===== src/rtl/hwacc_icm_lookup_arbiter_pkg.sv =====
`default_nettype none
// ============================================================================
//  Module   : hwacc_icm_lookup_arbiter_pkg
//  Brief    : Shared default parameters and helpers for the ICM lookup arbiter
//  Revision : 1.0 - initial release
// ============================================================================
package hwacc_icm_lookup_arbiter_pkg;

  localparam int c_DEF_REQ_NUM             = 4;
  localparam int c_DEF_REQ_NUM_LOG         = 2;
  localparam int c_DEF_ICM_ENTRY_NUM_LOG   = 10;
  localparam int c_DEF_ICM_ADDR_WIDTH      = 64;
  localparam int c_DEF_PHYSICAL_ADDR_WIDTH = 64;
  localparam int c_DEF_OUTSTANDING         = 4;
  localparam int c_DEF_OUTSTANDING_LOG     = 2;

  // Next round-robin start position after thread `id` wins (wraps at n-1).
  function automatic int rr_next(input int id, input int n);
    return (id >= n - 1) ? 0 : id + 1;
  endfunction

endpackage : hwacc_icm_lookup_arbiter_pkg
`default_nettype wire


===== src/rtl/hwacc_icm_lookup_arbiter_tag_fifo.sv =====
`default_nettype none
// ============================================================================
//  Module   : hwacc_icm_lookup_arbiter_tag_fifo
//  Brief    : In-order tag FIFO holding the thread ID of every issued lookup
//             until its mapping response returns.
//  Revision : 1.0 - initial release
// ============================================================================
module hwacc_icm_lookup_arbiter_tag_fifo
  import hwacc_icm_lookup_arbiter_pkg::*;
#(
  parameter int WIDTH     = c_DEF_REQ_NUM_LOG,
  parameter int DEPTH     = c_DEF_OUTSTANDING,
  parameter int DEPTH_LOG = c_DEF_OUTSTANDING_LOG
) (
  input  logic                 clk,
  input  logic                 rst,
  input  logic                 push,
  input  logic [WIDTH-1:0]     push_data,
  input  logic                 pop,
  output logic [WIDTH-1:0]     pop_data,
  output logic                 full,
  output logic                 empty,
  output logic [DEPTH_LOG:0]   count
);

  logic [WIDTH-1:0]     r_mem [DEPTH];
  logic [DEPTH_LOG-1:0] r_wr_ptr;
  logic [DEPTH_LOG-1:0] r_rd_ptr;
  logic [DEPTH_LOG:0]   r_count;
  logic                 w_do_push;
  logic                 w_do_pop;

  assign full      = (r_count == (DEPTH_LOG + 1)'(DEPTH));
  assign empty     = (r_count == '0);
  assign count     = r_count;
  assign pop_data  = r_mem[r_rd_ptr];
  // Guard against overflow/underflow locally so the pointers never corrupt.
  assign w_do_push = push && !full;
  assign w_do_pop  = pop && !empty;

  // Pointer and occupancy bookkeeping; pointers wrap naturally (power-of-2 depth).
  always_ff @(posedge clk or posedge rst) begin
    if (rst) begin
      r_wr_ptr <= '0;
      r_rd_ptr <= '0;
      r_count  <= '0;
    end else begin
      if (w_do_push) r_wr_ptr <= r_wr_ptr + 1'b1;
      if (w_do_pop)  r_rd_ptr <= r_rd_ptr + 1'b1;
      if (w_do_push && !w_do_pop)      r_count <= r_count + 1'b1;
      else if (w_do_pop && !w_do_push) r_count <= r_count - 1'b1;
    end
  end

  // Tag storage; contents are only meaningful while the entry is occupied.
  always_ff @(posedge clk) begin
    if (w_do_push) r_mem[r_wr_ptr] <= push_data;
  end

endmodule : hwacc_icm_lookup_arbiter_tag_fifo
`default_nettype wire


===== src/rtl/hwacc_icm_lookup_arbiter.sv =====
`default_nettype none
// ============================================================================
//  Module   : hwacc_icm_lookup_arbiter
//  Brief    : Shares one ICM mapping-lookup channel among REQ_NUM threads.
//             Round-robin grant with lock-until-accept, in-order tag FIFO,
//             zero-latency response routing to the FIFO-head requester.
//  Revision : 1.0 - initial release
// ============================================================================
module hwacc_icm_lookup_arbiter
  import hwacc_icm_lookup_arbiter_pkg::*;
#(
  parameter int REQ_NUM             = c_DEF_REQ_NUM,
  parameter int REQ_NUM_LOG         = c_DEF_REQ_NUM_LOG,
  parameter int ICM_ENTRY_NUM_LOG   = c_DEF_ICM_ENTRY_NUM_LOG,
  parameter int ICM_ADDR_WIDTH      = c_DEF_ICM_ADDR_WIDTH,
  parameter int PHYSICAL_ADDR_WIDTH = c_DEF_PHYSICAL_ADDR_WIDTH,
  parameter int OUTSTANDING         = c_DEF_OUTSTANDING,
  parameter int OUTSTANDING_LOG     = c_DEF_OUTSTANDING_LOG
) (
  input  logic                                 clk,
  input  logic                                 rst,
  input  logic [REQ_NUM-1:0]                   req_lookup_valid,
  input  logic [REQ_NUM*ICM_ENTRY_NUM_LOG-1:0] req_lookup_head,
  output logic [REQ_NUM-1:0]                   req_lookup_ready,
  output logic [REQ_NUM-1:0]                   req_rsp_valid,
  output logic [ICM_ADDR_WIDTH-1:0]            req_rsp_icm_addr,
  output logic [PHYSICAL_ADDR_WIDTH-1:0]       req_rsp_phy_addr,
  input  logic [REQ_NUM-1:0]                   req_rsp_ready,
  output logic                                 icm_mapping_lookup_valid,
  output logic [ICM_ENTRY_NUM_LOG-1:0]         icm_mapping_lookup_head,
  input  logic                                 icm_mapping_lookup_ready,
  input  logic                                 icm_mapping_rsp_valid,
  input  logic [ICM_ADDR_WIDTH-1:0]            icm_mapping_rsp_icm_addr,
  input  logic [PHYSICAL_ADDR_WIDTH-1:0]       icm_mapping_rsp_phy_addr,
  output logic                                 icm_mapping_rsp_ready,
  output logic [OUTSTANDING_LOG:0]             outstanding_cnt,
  output logic                                 err_unexpected_rsp
);

  logic [REQ_NUM_LOG-1:0] r_rr_ptr;
  logic                   r_lock;
  logic [REQ_NUM_LOG-1:0] r_locked_id;
  logic                   r_err;

  logic [REQ_NUM_LOG-1:0] w_grant;
  logic                   w_grant_valid;
  logic                   w_fifo_full;
  logic                   w_fifo_empty;
  logic [REQ_NUM_LOG-1:0] w_head_id;
  logic                   w_lookup_hs;
  logic                   w_rsp_route;
  logic                   w_rsp_hs;

  // Grant selection: a locked grant is held while its requester still presents
  // valid; otherwise scan from the round-robin pointer (lowest offset wins).
  always_comb begin
    w_grant       = '0;
    w_grant_valid = 1'b0;
    if (r_lock && req_lookup_valid[r_locked_id]) begin
      w_grant       = r_locked_id;
      w_grant_valid = 1'b1;
    end else begin
      for (int k = REQ_NUM - 1; k >= 0; k--) begin
        if (req_lookup_valid[(int'(r_rr_ptr) + k) % REQ_NUM]) begin
          w_grant       = REQ_NUM_LOG'((int'(r_rr_ptr) + k) % REQ_NUM);
          w_grant_valid = 1'b1;
        end
      end
    end
  end

  assign icm_mapping_lookup_valid = w_grant_valid && !w_fifo_full;
  assign icm_mapping_lookup_head  = icm_mapping_lookup_valid
                                  ? req_lookup_head[int'(w_grant)*ICM_ENTRY_NUM_LOG +: ICM_ENTRY_NUM_LOG]
                                  : '0;
  assign w_lookup_hs = icm_mapping_lookup_valid && icm_mapping_lookup_ready;

  generate
    for (genvar i = 0; i < REQ_NUM; i++) begin : g_lookup_ready
      assign req_lookup_ready[i] = w_lookup_hs && (w_grant == REQ_NUM_LOG'(i));
    end
  endgenerate

  // Round-robin pointer advances past the winner on accept; an offered but
  // unaccepted lookup locks the grant so the downstream sees a stable request.
  always_ff @(posedge clk or posedge rst) begin
    if (rst) begin
      r_rr_ptr    <= '0;
      r_lock      <= 1'b0;
      r_locked_id <= '0;
    end else if (w_lookup_hs) begin
      r_rr_ptr <= REQ_NUM_LOG'(rr_next(int'(w_grant), REQ_NUM));
      r_lock   <= 1'b0;
    end else if (icm_mapping_lookup_valid) begin
      r_lock      <= 1'b1;
      r_locked_id <= w_grant;
    end else if (!w_fifo_full) begin
      r_lock <= 1'b0;
    end
  end

  hwacc_icm_lookup_arbiter_tag_fifo #(
    .WIDTH     (REQ_NUM_LOG),
    .DEPTH     (OUTSTANDING),
    .DEPTH_LOG (OUTSTANDING_LOG)
  ) u_tag_fifo (
    .clk       (clk),
    .rst       (rst),
    .push      (w_lookup_hs),
    .push_data (w_grant),
    .pop       (w_rsp_hs),
    .pop_data  (w_head_id),
    .full      (w_fifo_full),
    .empty     (w_fifo_empty),
    .count     (outstanding_cnt)
  );

  // Response demux: the oldest outstanding tag owns every returning response.
  assign w_rsp_route           = icm_mapping_rsp_valid && !w_fifo_empty;
  assign icm_mapping_rsp_ready = !w_fifo_empty && req_rsp_ready[w_head_id];
  assign w_rsp_hs              = icm_mapping_rsp_valid && icm_mapping_rsp_ready;
  assign req_rsp_valid         = w_rsp_route ? (REQ_NUM'(1) << w_head_id) : '0;
  assign req_rsp_icm_addr      = w_rsp_route ? icm_mapping_rsp_icm_addr : '0;
  assign req_rsp_phy_addr      = w_rsp_route ? icm_mapping_rsp_phy_addr : '0;

  // Sticky flag for a response that has no matching outstanding lookup.
  always_ff @(posedge clk or posedge rst) begin
    if (rst)                                        r_err <= 1'b0;
    else if (icm_mapping_rsp_valid && w_fifo_empty) r_err <= 1'b1;
  end

  assign err_unexpected_rsp = r_err;

endmodule : hwacc_icm_lookup_arbiter
`default_nettype wire


===== config.mk =====
export PLATFORM = sky130hd
export DESIGN_NAME = hwacc_icm_lookup_arbiter
export DESIGN_NICKNAME = d
export VERILOG_FILES = /design/src/rtl/hwacc_icm_lookup_arbiter_pkg.sv /design/src/rtl/hwacc_icm_lookup_arbiter_tag_fifo.sv /design/src/rtl/hwacc_icm_lookup_arbiter.sv
export SDC_FILE = /design/constraint.sdc
export NUM_CORES = 1
export LEC_CHECK = 0
export BUFFER_PORTS_ARGS = -buffer_cell sky130_fd_sc_hd__buf_4
export CAP_MARGIN = 5
export CORE_AREA = 2 2 130 132
export CTS_CLUSTER_DIAMETER = 120
export CTS_CLUSTER_SIZE = 14
export DETAILED_ROUTE_END_ITERATION = 16
export DIE_AREA = 0 0 132 134
export HOLD_SLACK_MARGIN = 0.03
export PLACE_DENSITY = 0.46
export SLEW_MARGIN = 20
export SYNTH_ARGS = -nofsm -noshare
export SYNTH_HDL_FRONTEND = slang
export SYNTH_SLANG_ARGS = --single-unit

===== constraint.sdc =====
create_clock -name clk -period 3.9 [get_ports clk]
set_input_delay 0.975 -clock clk [delete_from_list [all_inputs] [get_ports clk]]
set_output_delay 0.975 -clock clk [all_outputs]
set_load 0.05 [all_outputs]

# Yosys cells after proc, flatten, opt, wreduce, memory -nomap -nowiden
# Memories as Yosys holds them, arrays and structs flattened.
# Index checks and enable logic that the tools add are counted.
[op_classes]
add_sub_neg = 8
multipliers = 1
order_cmp = 7
n_eq_ne = 5
shift = 2
mux = 37
n_bitwise = 4
n_reduce_logical = 26
[op_table]
columns = ["cell", "n"]
rows = [
  ["$mux 64", 2],
  ["$shiftx 40x7->10", 1],
  ["$mux 1", 19],
  ["$logic_and 1x1->1", 15],
  ["$bmux 1 s2", 6],
  ["$lt 3x4->1 const B", 3],
  ["$mux 2", 6],
  ["$mux 10", 1],
  ["$lt 2x3->1 const B", 3],
  ["$add 2x1->2 const B", 4],
  ["$mux 3", 2],
  ["$reduce_or 2->1", 3],
  ["$mul 2x3->5 const B", 1],
  ["$add 2x2->2 const B", 2],
  ["$eq 2x2->1 const B", 2],
  ["$logic_not 1->1", 4],
  ["$mux 4", 1],
  ["$shl 1x2->4 const A", 1],
  ["$add 3x1->3 const B", 1],
  ["$and 1x1->1 const A", 3],
  ["$eq 3x3->1 const B", 1],
  ["$logic_not 3->1", 1],
  ["$ne 3x2->1 const B", 1],
  ["$sub 3x1->3 const B", 1],
  ["6 further kinds", 6],
]
[totals]
register_bits = 13
mem_bits_rw = 8
elab_cells = 98
memories = 1
[memory_table]
columns = ["name", "depth", "width", "rd", "rd_ports_with_merged_regs", "wr", "line", "rtl"]
rows = [
  ["u_tag_fifo.r_mem", 4, 2, 1, 0, 1, "hwacc_icm_lookup_arbiter_tag_fifo.sv:26", "logic [WIDTH-1:0] r_mem [DEPTH];"],
]

# Depth between registers and ports, before layout
[depth]
depth_word = 18
ltp_mapped = 11

# Modules after synthesis
# A second synthesis with hierarchy kept.
[unflattened]
hier_cells = 285
area_unflattened_um2 = 2454.9
[modules_own_cells]
columns = ["module", "instances", "cells_per_inst", "area_per_inst_um2", "seq_area_each_um2"]
rows = [
  ["hwacc_icm_lookup_arbiter", 1, 238, 1740.4, 150.1],
  ["hwacc_icm_lookup_arbiter_tag_fifo", 1, 47, 714.4, 415.4],
]

# Worst setup path before layout
# OpenSTA, ideal clock, no wires.
[synth_timing]
path_type = "in2out"
start = "in req_lookup_valid[0]"
end = "out icm_mapping_lookup_head[0]"
t_arrival_ps = 2923
path_slack_ps = 2
stages = 5
path_cell_list = "nor4_1 -> nor2_1 -> clkbuf_1 -> nand2_1 -> o22ai_1"
[synth_via]
word_cells_on_any_way = 28
[synth_rtl]
columns = ["item", "line", "rtl"]
rows = [
  ["from (decl)", "hwacc_icm_lookup_arbiter.sv:22", "input logic [REQ_NUM-1:0] req_lookup_valid,"],
  ["$bmux 1 s2", "hwacc_icm_lookup_arbiter.sv:64", "if (req_lookup_valid[(int'(r_rr_ptr) + k) % REQ_NUM]) begin"],
  ["$mux 1 (not written as such) (2 in series)", "hwacc_icm_lookup_arbiter.sv:64", ""],
  ["$mux 1 (4 in series)", "hwacc_icm_lookup_arbiter.sv:64", ""],
  ["$mux 1 (*)", "hwacc_icm_lookup_arbiter.sv:59", "if (r_lock && req_lookup_valid[r_locked_id]) begin"],
  ["$logic_and 1x1->1 (*)", "hwacc_icm_lookup_arbiter.sv:72", "assign icm_mapping_lookup_valid = w_grant_valid && !w_fifo_full;"],
  ["via icm_mapping_lookup_valid", "hwacc_icm_lookup_arbiter.sv:29", "output logic icm_mapping_lookup_valid,"],
  ["$mux 10 (*)", "hwacc_icm_lookup_arbiter.sv:74", "? req_lookup_head[int'(w_grant)*ICM_ENTRY_NUM_LOG +: ICM_ENTRY_NUM_LOG]"],
  ["to (decl)", "hwacc_icm_lookup_arbiter.sv:30", "output logic [ICM_ENTRY_NUM_LOG-1:0] icm_mapping_lookup_head,"],
]
# Mark *: on every way through the listed nets, which the timed path passes. The rest lies on a longest branch. The select of a mux whose other input is x is not followed.

# Worst setup path in the final report
[layout_timing]
start = "in req_lookup_valid[0]"
end = "out req_lookup_ready[0]"
[layout_via]
elab_chain_len = 11
word_cells_on_any_way = 28
[layout_rtl]
columns = ["item", "line", "rtl"]
rows = [
  ["$bmux 1 s2", "hwacc_icm_lookup_arbiter.sv:64", ""],
  ["$mux 1 (not written as such) (2 in series)", "hwacc_icm_lookup_arbiter.sv:64", ""],
  ["$mux 1 (4 in series)", "hwacc_icm_lookup_arbiter.sv:64", ""],
  ["$mux 1", "hwacc_icm_lookup_arbiter.sv:59", ""],
  ["$logic_and 1x1->1", "hwacc_icm_lookup_arbiter.sv:72", ""],
  ["$logic_and 1x1->1", "hwacc_icm_lookup_arbiter.sv:76", "assign w_lookup_hs = icm_mapping_lookup_valid && icm_mapping_lookup_ready;"],
  ["$logic_and 1x1->1 (*)", "hwacc_icm_lookup_arbiter.sv:80", "assign req_lookup_ready[i] = w_lookup_hs && (w_grant == REQ_NUM_LOG'(i));"],
  ["to (decl)", "hwacc_icm_lookup_arbiter.sv:24", "output logic [REQ_NUM-1:0] req_lookup_ready,"],
]
# Mark *: on every way between the ends. The rest lies on a longest branch, timed or not. The select of a mux whose other input is x is not followed.

==> reports/metrics.cfg <==
[run]
maxcap_viol_count=0

[cells_and_area]
postLayoutCellArea_um2=5200
most_common_library_cell_in_the_layout_ignoring_fill_and_taps=buf_4
mostFrequentLayoutCells=buf_4, and2_1, mux2i_1
final_layout_size_suffix_gt1_share_pct=57.7
synth_to_layout_area_growth_pct=118
nets_finish=799
insertedDiodeCount=0

[sta]
max-slew-margin-rel_pct=58.3
clock_skew_ns=0.00670
achievable-frequency_ghz=0.268
layout_setup_ws_ns=0.174
drv_slew=0
finalHoldViolations=0
post-route-period-util_pct=95.5
rsz0062_at_grt=false
final_period_minus_worst_setup_slack_ns=3.73
finalSetupTns_ns=0
setup_viol_count_final=0
tightest_slew_ns=0.621

[grt]
grt_max_degree=104
grt_pass1_vias=3380
grt_pass1_wl_um=21200
antenna_found_initial=1
grt.total_usage_pct=15.7
grt_overflow=0

[detailed_routing]
via_count=3297
routed_wirelength_um=14900
detail-route-antenna-nets=0
drt_first_pass_iters=4
drt_iter0_markers=124
vias_per_cell=3.98
route.detailed.drc=0
post_drt_wl_per_cell_um=18.0

[synthesis]
syn_avg_cell_area_um2=8.31
synth_area_um2=2380
flip_flop_and_latch_count_after_synthesis=21
synth-seq-area-share_pct=23.7
asyncSetResetFlopFracSynth_pct=61.9
yosysWarningCount=0
ys_dominant_reg_cell=dfrtp_1
synth_enable_flop_cells=8
syn_nets=477
synth_cells=287
yosys.cell_types.count=37

[die]
design.die.area_um2=17700
core.rowCount=47
initial_utilization_pct=14.6
chipWidth_um=132
io_pins=332
chipHeight_um=134
core-area_um2=16300

[clock_network]
cts_hold_repair.buffers=0
clock-sinks=21
worst_setup_hold_path_clk_slew_ns=0.05
cts_made_buffers=3
tritoncts=yes
cts.root.buffer_cell=clkbuf_16
cts_max_level=1
cts.repair.resized=0
clk-insertion-delay-late_ns=0.26
ctsLongestPathBuffers=2
cts_setup_buffers=0

[critical_path]
cp_data_required_time_ns=2.92
path_max_fanout=28
timing.setup.critical_path_class=in2out
critPathLaunchType=primary input
critPathCaptureType=primary output
critPathArrivalTime_ns=2.75

[placement]
detailedPlacementHpwl_um=12900
gp_congestion=0.909
dpl-instance-area_um2=5130
io_buffer_count=331
pre_cts_slack_ns=0.201

[pwr]
vdd.ir_drop.worst_mv=0.524
pwr_density_cell_nw_per_um2=712
finalPower_mw=3.71
power.static_leakage_nw=2.74

[run_status]
run_status=finished clean

[worst_hold_path]
holdCritPathClass=reg2reg

-- synthesized netlist by cell type (all sizes together), types with 2 or more instances --
library cell | count | share of area (%)
o21ai | 3 | 0.63
ha | 9 | 4.7
a21o | 2 | 0.63
mux4 | 2 | 1.9
inv | 12 | 1.9
mux2i | 25 | 10
and2 | 129 | 34
xnor2 | 3 | 1.1
nand2b | 2 | 0.52
dfrtp | 13 | 14
mux2 | 2 | 0.94
o22ai | 13 | 3.4
nor3 | 2 | 0.42
nor3b | 2 | 0.84
nand2 | 6 | 0.94
and3 | 8 | 2.1
a221oi | 2 | 1.0
a21oi | 4 | 0.84
clkbuf | 16 | 2.5
nor2 | 9 | 1.5
xor2 | 3 | 1.1
buf | 3 | 1.2
edfxtp | 8 | 10
nor2b | 2 | 0.52
-- critical path, stage by stage --
cell      delay (ns)
buf_4           0.13
a221oi_1        0.34
o22ai_1         0.18
o31ai_4         0.24
buf_12          0.24
inv_2           0.07
ha_1            0.19
and3_1          0.17
buf_4           0.19
-- power by group --
group / internal, mW / total (mW) / switching, mW
clock network: 0.139 / 0.216 / 0.0770
logic: 1.03 / 3.06 / 2.03
registers: 0.340 / 0.431 / 0.0914
-- metal layers --
metal  global-route usage [%]  vias to the layer above  routed length [um]  share of wire (%)
met5                        0                        -                  13              0.087
met4                     3.50                        2                 238                1.6
met1                     17.5                     1510                5640                 38
met3                     7.03                       13                1670                 11
li1                         -                     1587                   -                  -
met2                     27.6                      185                7320                 49
-- kinds of logic (layout without fill, tap and decap cells) --
| logic type | Yosys count | in the layout | synth area share, % |
|---|---|---|---|
| AO/OA/AOI/OAI | 28 | 28 | 8.29 |
| adder cells (fa/ha/maj) | 10 | 10 | 5.56 |
| multiplexers | 29 | 29 | 13.3 |
| AND/OR/NAND/NOR | 162 | 162 | 41.3 |
| flip-flops | 21 | 21 | 23.7 |
| buffers and inverters | 31 | 352 | 5.56 |
| XOR/XNOR | 6 | 6 | 2.21 |
-- worst paths after layout --
| kind | from | end | slack (ns) | cells past startpoint |
|---|---|---|---|---|
| worst max-delay path | req_lookup_valid[0] | req_lookup_ready[0] | 0.17 | 9 |
| worst min-delay path | err_unexpected_rsp | err_unexpected_rsp | 0.47 | 1 |
| worst max register to register | u_tag_fifo.count[1] | u_tag_fifo.count[2] | 1.12 | 12 |
| worst min register to register | err_unexpected_rsp | err_unexpected_rsp | 0.47 | 1 |
| max in group asynchronous | rst | err_unexpected_rsp | 2.77 | 2 |
| min in group asynchronous | rst | u_tag_fifo.r_wr_ptr[0] | 0.77 | 2 |
-- per-stage QoR --
stage          util [%]  hold slack (ns)  std cells
2_1_floorplan         -            0.462        287
3_3_place_gp       31.5            0.452        824
3_5_place_dp       31.5            0.459        824
4_1_cts            32.0            0.471        828
5_1_grt            32.0            0.488        828
6_report           32.0            0.469        828
-- layout make-up --
class,instances,area (um^2)
fill,1783,11100
tap,220,275
clock buffer,4,78.8
timing repair buffer,336,2550
sequential,21,566
inverter,12,45.0
multi-input combinational,235,1690
-- sequential cells by signal, summed over array words and instances (netlist names) --
signal	count
r_lock	1
u_tag_fifo.r_rd_ptr	2
u_tag_fifo.count	3
r_rr_ptr	2
u_tag_fifo.r_mem	8
u_tag_fifo.r_wr_ptr	2
r_locked_id	2
err_unexpected_rsp	1
No activity file was read; power rests on OpenSTA's default activity.
